===== config.mk =====
export PLATFORM = sky130hd
export DESIGN_NAME = demux_cond_l1
export DESIGN_NICKNAME = d
export VERILOG_FILES = /design/src/rtl/demux_cond_l1.sv
export SDC_FILE = /design/constraint.sdc
export NUM_CORES = 1
export LEC_CHECK = 0
export CORE_MARGIN = 2
export CORE_UTILIZATION = 35
export CTS_CLUSTER_DIAMETER = 150
export DETAILED_ROUTE_END_ITERATION = 16
export PLACE_DENSITY = 0.7
export SLEW_MARGIN = 10
export SYNTH_ARGS = -nofsm -noshare
export SYNTH_HDL_FRONTEND = slang
export SYNTH_SLANG_ARGS = --single-unit

===== constraint.sdc =====
create_clock -name clk_2f -period 1.4 [get_ports clk_2f]
set_input_delay 0.28 -clock clk_2f [delete_from_list [all_inputs] [get_ports clk_2f]]
set_output_delay 0.28 -clock clk_2f [all_outputs]
set_load 0.005 [all_outputs]

===== src/rtl/demux_cond_l1.sv =====
// Two-lane pairing demux: each input lane gathers two consecutive valid words
// and presents them together, one cycle later, on its own pair of output lanes.

module demux_cond_lane #(
  parameter int WIDTH = 8
) (
  input  logic             clk,
  input  logic             rst_n,
  input  logic             valid,
  input  logic [WIDTH-1:0] data,
  output logic             pend,
  output logic             validout,
  output logic [WIDTH-1:0] data_lo,
  output logic [WIDTH-1:0] data_hi
);

  typedef enum logic {
    EVEN = 1'b0,
    ODD  = 1'b1
  } phase_t;

  phase_t           phase_q, phase_d;
  logic [WIDTH-1:0] hold_q, hold_d;
  logic             pair_done;
  logic             validout_q;
  logic [WIDTH-1:0] lo_q, hi_q;

  always_comb begin
    phase_d   = phase_q;
    hold_d    = hold_q;
    pair_done = 1'b0;
    if (valid) begin
      case (phase_q)
        EVEN: begin
          hold_d  = data;
          phase_d = ODD;
        end
        ODD: begin
          pair_done = 1'b1;
          phase_d   = EVEN;
        end
        default: phase_d = EVEN;
      endcase
    end
  end

  always_ff @(posedge clk or negedge rst_n) begin
    if (!rst_n) begin
      phase_q    <= EVEN;
      hold_q     <= '0;
      validout_q <= 1'b0;
      lo_q       <= '0;
      hi_q       <= '0;
    end else begin
      phase_q    <= phase_d;
      hold_q     <= hold_d;
      validout_q <= pair_done;
      // Output words only change on a completed pair; otherwise they hold.
      if (pair_done) begin
        lo_q <= hold_q;
        hi_q <= data;
      end
    end
  end

  // The phase bit is the lane's whole FSM state and doubles as its debug view.
  assign pend     = (phase_q == ODD);
  assign validout = validout_q;
  assign data_lo  = lo_q;
  assign data_hi  = hi_q;

endmodule

// Handshake: valid-only push. A word is taken on every rising edge with
// validk=1; there is no ready, so the block never stalls its source.
module demux_cond_l1 #(
  parameter int WIDTH = 8
) (
  input  logic             clk_2f,
  input  logic             reset_L,
  input  logic             valid0,
  input  logic             valid1,
  input  logic [WIDTH-1:0] data_in0,
  input  logic [WIDTH-1:0] data_in1,
  output logic             validout0,
  output logic             validout1,
  output logic             validout2,
  output logic             validout3,
  output logic [WIDTH-1:0] dataout0,
  output logic [WIDTH-1:0] dataout1,
  output logic [WIDTH-1:0] dataout2,
  output logic [WIDTH-1:0] dataout3,
  output logic             pend0,
  output logic             pend1
);

  logic lane0_valid, lane1_valid;

  demux_cond_lane #(.WIDTH(WIDTH)) u_lane0 (
    .clk      (clk_2f),
    .rst_n    (reset_L),
    .valid    (valid0),
    .data     (data_in0),
    .pend     (pend0),
    .validout (lane0_valid),
    .data_lo  (dataout0),
    .data_hi  (dataout1)
  );

  demux_cond_lane #(.WIDTH(WIDTH)) u_lane1 (
    .clk      (clk_2f),
    .rst_n    (reset_L),
    .valid    (valid1),
    .data     (data_in1),
    .pend     (pend1),
    .validout (lane1_valid),
    .data_lo  (dataout2),
    .data_hi  (dataout3)
  );

  assign validout0 = lane0_valid;
  assign validout1 = lane0_valid;
  assign validout2 = lane1_valid;
  assign validout3 = lane1_valid;

endmodule


==> results of run 1 <==
state kept, by name (all words and copies together) (netlist names):
register,count
u_lane0.data_hi,8
u_lane0.data_lo,8
u_lane0.hold_q,8
u_lane1.data_hi,8
u_lane1.data_lo,8
u_lane1.hold_q,8
u_lane0.pend,1
u_lane0.validout,1
u_lane1.pend,1
u_lane1.validout,1
per-layer routing:
layer / GRT usage / vias up / routed length, µm / part of all wire
li1: - / 538 / - / -
met1: 0.150 / 573 / 1520 / 0.41
met2: 0.208 / 48 / 1830 / 0.50
met3: 0.0557 / 2 / 313 / 0.085
met4: 0.0207 / 0 / 9 / 0.0025
met5: 0 / - / 0 / 0
power by group:
| part | internal [mW] | switching (mW) | total, mW |
|---|---|---|---|
| Clock | 0.395 | 0.449 | 0.844 |
| Combinational | 1.58 | 0.767 | 2.35 |
| Sequential | 2.26 | 0.371 | 2.63 |
final timing paths:
kind	endpoint	cells past startpoint	from	slack, ns
min in group clk_2f	u_lane0.data_lo[2]	1	u_lane0.data_lo[2]	0.51
worst max-delay path	u_lane1.hold_q[5]	4	valid1	0.10
worst min register to register	u_lane0.data_lo[2]	1	u_lane0.data_lo[2]	0.51
max in group asynchronous	u_lane1.data_hi[4]	3	reset_L	0.66
worst max register to register	u_lane1.hold_q[5]	4	u_lane1.pend	0.13
worst min-delay path	u_lane0.data_hi[0]	3	reset_L	0.51
what timing repair did:
action | in CTS | in global routing
gates resized for setup | 38 | 0
hold buffers | 1 | 0
endpoints found under the hold margin | 52 | 0
setup endpoints to repair | 38 | 0
buffers inserted | 9 | 0
logic make-up (layout without fill, tap and decap cells):
kind of cell | Yosys count | count (layout) | synth area share
muxes | 48 | 48 | 0.290
DFF | 52 | 52 | 0.657
and+or+nand+nor | 4 | 4 | 0.0152
buffers and inverters | 8 | 83 | 0.0291
xor gates and xnor gates | 2 | 2 | 0.00885
placed cells by master, fill, tap and decap left out, drive strengths merged, types with 2 or more instances in the layout:
cell           instances
clkbuf                 6
dfrtp                 52
nand2                  2
inv                    2
mux2                  48
clkinv                 2
xor2                   2
dlygate4sd2           38
buf                   16
clkdlybuf4s50         18
through the flow:
stage          utilization  setup slack [ns]  TNS (ns)  instance area [µm²]
2_1_floorplan            -             0.234         0                 1980
5_1_grt              0.510            0.0497         0                 2790
3_5_place_dp         0.488            -0.220     -6.19                 2670
4_1_cts              0.510            0.0988         0                 2790
6_report             0.510             0.102         0                 2790
3_3_place_gp         0.488            -0.169     -4.64                 2670
worst max-delay path, delay by kind of cell:
kind | cells | cell delay [ns]
buf+inv | 2 | 0.71
simple gates | 1 | 0.15
mux | 1 | 0.34
cell type report:
cell class | instances | area share
Inverter | 2 | 0.00269
Tap cell | 72 | 0.0323
Multi-Input combinational cell | 54 | 0.223
Clock inverter | 2 | 0.00359
Sequential cell | 52 | 0.466
Timing Repair Buffer | 73 | 0.243
Clock buffer | 6 | 0.0296
==> impl_metrics.toml, run 1 <==
[outcome]
status = "finished clean"

[cts]
cts_buffers = 5
max-clock-path-buffers = 2
cts_tree = "done"
root_buffer = "clkbuf_8"
h-tree-depth = 2
clk_pin_slew_ns = 0.09
clock_sinks = 52
clock_latency_ns = 0.29

[global_route]
grt_pass1_vias = 1245
grt_pass1_wl_mm = 6.03
grt_usage = 0.124
grt_max_degree = 53
antenna_found_initial = 0
grt.overflow.total = 0

[drt]
route.detailed.drc = 0
ant_nets = 0
via_count = 1161
drt-initial-drc-count = 16
drt_first_pass_iters = 2
wl_per_cell_um = 14.1
routed_wl_mm = 3.67
via_per_inst = 4.45

[timing]
drv_slew = 0
final.period_utilization = 0.927
tightest_slew_ns = 0.266
rsz0062_at_grt = "false"
finClkSkew_ns = 0.00593
hold_ws_ns = 0.506
fmax_mhz = 771
setup_viol = 0
maxSlewHeadroom = 0.823
hold_viol = 0
min_period_ns = 1.30

[floorplan]
rows = 27
core_um2 = 5470
die_h_um = 79.2
die_area_um2 = 6280
die_x_um = 79.2
initial_core_util = 0.362
num_io_pins = 58

[place]
placedCellCount = 243
dpl.hpwl_mm = 2.67
gp_congestion = 0.751
buffer_ports.inserted = 57

[setup_path]
critical_path.max_stage_delay_ns = 0.53
arrival_ns = 1.48
crit_chain = "clkdlybuf4s50_1, nor2b_1, buf_4, mux2_2"
endpoint_kind = "flop"
cp_max_fo = 8
crit_slowest_cell = "clkdlybuf4s50_1"
crit_path_start_kind = "input port"
path_class = "input port to flop"
crit_required_ns = 1.58

[synth]
synth_area_leaders = "dfrtp_1 66%, mux2_2 22%, mux2_4 6.8%"
yosysTopAreaCell = "dfrtp_1"
syn-num-nets = 134
async_flop_share = 1.00
synth_cells = 114
ys_warn_count = 0
ys.flop_type = "dfrtp_1"
ys_types = 12
synth_edf_count = 0
seq_area_frac_synth = 0.657
synth_top_area_frac = 0.657
ys_top_cells_by_count = "52 x dfrtp_1, 39 x mux2_2, 9 x mux2_4, 3 x buf_4"
avgSynthCellArea_um2 = 17.4
syn_area_um2 = 1980
yosysMostFrequentCell = "dfrtp_1"
synth-seq-cells = 52

[finish]
synthToLayoutAreaGrowth_pct = 40.9
instances_no_fill = 261
n_fill_cell = 486
num_antenna_cells = 0
final_nets = 208
drive_gt1_frac = 0.392
seq_area_um2 = 1300
multi_input_area_um2 = 622

[pwr]
leakage_nw = 1.32
ir_drop_mv = 0.885
p_per_area_nw_per_um2 = 2090
power_mw = 5.82

[flow_run]
cap_violations = 0

[hold_path]
holdCritPathClass = "input port to asynchronous set/reset pin"
Power figures use the tool's default switching activity.
==> run 2: changes to the inputs <==
ABC_CLOCK_PERIOD_IN_PS = 1400   (was not set)
PLACE_DENSITY = 0.65   (was 0.7)
==> run 2 against run 1 <==
Cell area is 1.3% lower. Count of clock-buffer cells in the layout is 2 higher. Highest routed layer unchanged. Largest power group unchanged. Combinational power is 5% lower. Maximum frequency is 3.4% higher. Clock power is 1% lower. Sequential power hardly changed. Sequential share of layout area is 0.66 points higher. Critical path depth stayed put. Final cell count is 1.1% lower. Power is 2.2% lower.
==> impl_metrics.toml, run 2 (synthesized netlist as in run 1, its figures left out) <==
[setup_path]
crit_required_ns = 1.58
cp_max_fo = 8
endpoint_kind = "flop"
crit_chain = "buf_4, nor2b_1, buf_4, mux2_2"
reg2regPathDepth = 4
crit_path_start_kind = "flop"
arrival_ns = 1.44
critPathTopFamily = "flip-flops"
crit_slowest_cell = "dfrtp_1"
path_common_cell = "buf_4"
crit_buf_inv = 2
worstSetupPathDepth = 4
path_class = "flop to flop"
critical_path.max_stage_delay_ns = 0.39

[pwr]
leakage_nw = 1.29
ir_drop_mv = 0.771
p_per_area_nw_per_um2 = 2070

[drt]
drt_first_pass_iters = 3
routed_wl_mm = 3.56
wl_per_cell_um = 13.8
ant_nets = 0
drt-initial-drc-count = 17
via_per_inst = 4.41
route.detailed.drc = 0
via_count = 1139

[timing]
tightest_slew_ns = 0.272
min_period_ns = 1.25
setup_viol = 0
fmax_mhz = 797
maxSlewHeadroom = 0.819
hold_ws_ns = 0.504
final.period_utilization = 0.896
hold_viol = 0
drv_slew = 0
finClkSkew_ns = 0.00323
rsz0062_at_grt = "false"

[floorplan]
rows = 27
die_h_um = 79.2
core_um2 = 5470
die_x_um = 79.2
die_area_um2 = 6280
initial_core_util = 0.362
num_io_pins = 58

[hold_path]
holdCritPathClass = "input port to asynchronous set/reset pin"

[cts]
root_buffer = "clkbuf_8"
clock_sinks = 52
h-tree-depth = 2
cts_buffers = 5
clock_latency_ns = 0.29
max-clock-path-buffers = 2
clk_pin_slew_ns = 0.08
cts_tree = "done"

[flow_run]
cap_violations = 0

[global_route]
grt_pass1_vias = 1272
antenna_found_initial = 0
grt_max_degree = 53
grt.overflow.total = 0
grt_pass1_wl_mm = 6.03
grt_usage = 0.126

[finish]
drive_gt1_frac = 0.376
synthToLayoutAreaGrowth_pct = 39.1
n_fill_cell = 486
final_common_cell = "dfrtp_1"
design_area_um2 = 2760
final_nets = 205
instances_no_fill = 258
num_antenna_cells = 0
layout.cells.most_common_list = "51 x dfrtp_1, 39 x mux2_2, 38 x dlygate4sd2_1"

[place]
dpl.hpwl_mm = 2.52
placedCellCount = 244
gp_congestion = 0.706
place_area_um2 = 2660
buffer_ports.inserted = 57

[outcome]
status = "finished clean"
[run 2: changes by cell type in the layout (fill, tap and decap cells not counted)]
cell	delta
buf_4	-2
clkbuf_1	+2
clkinv_2	-2
buf_12	-1
dfrtp_1	-1
dfrtp_2	+1
[run 2: cell type report]
| cell class | instances | area [µm²] | share of cell area |
|---|---|---|---|
| sequential | 52 | 1300 | 0.473 |
| timing repair buffer | 70 | 643 | 0.233 |
| multi-input combinational | 54 | 622 | 0.226 |
| clock buffer | 8 | 90.1 | 0.0327 |
| tap | 72 | 90.1 | 0.0327 |
| inverter | 2 | 7.51 | 0.00272 |
[run 2: repair_timing]
item                                   CTS  global route
buffers inserted                         5             0
setup endpoints to repair               38             0
hold buffers                             1             0
resized for setup                       39             0
endpoints found under the hold margin   52             0
[run 2: path summary, 6_finish.rpt]
check | start | endpoint | slack, ns
max reg2reg | u_lane1.pend | u_lane1.hold_q[3] | 0.15
max | u_lane1.pend | u_lane1.hold_q[3] | 0.15
max in group asynchronous | reset_L | u_lane0.pend | 0.66
min | reset_L | u_lane0.data_hi[0] | 0.50
min in group clk_2f | u_lane0.data_hi[4] | u_lane0.data_hi[4] | 0.51
min reg2reg | u_lane0.data_hi[4] | u_lane0.data_hi[4] | 0.51
[run 2: stage by stage]
step           power [mW]  setup TNS (ns)  setup slack (ns)  utilization
3_5_place_dp         5.21           -4.58            -0.181        0.487
6_report             5.70               0             0.145        0.503
5_1_grt              6.13               0            0.0704        0.503
2_1_floorplan        3.80               0             0.234            -
4_1_cts              5.80               0             0.134        0.503
3_3_place_gp         5.11           -4.03            -0.163        0.487
[run 2: power breakdown]
part           switching, mW  internal (mW)  leakage [nW]
registers              0.371           2.26         0.611
logic                  0.734           1.49         0.633
clock network          0.430          0.403        0.0455
total                   1.54           4.16          1.29
[run 2: worst min-delay path, cell delays in order]
cell and delay (ns):
dlygate4sd3_1 0.52, buf_2 0.12, buf_12 0.26
[run 2: layer usage]
layer	share of wire	GRT usage
met1	0.43	0.147
met2	0.49	0.213
met3	0.074	0.0477
met4	0.0087	0.0414
met5	0	0
==> run 3: changes to the inputs <==
CAP_MARGIN = 5   (was not set)
==> results of run 3 <==
No change in the layout: final DEF, timing and power equal those of run 2.
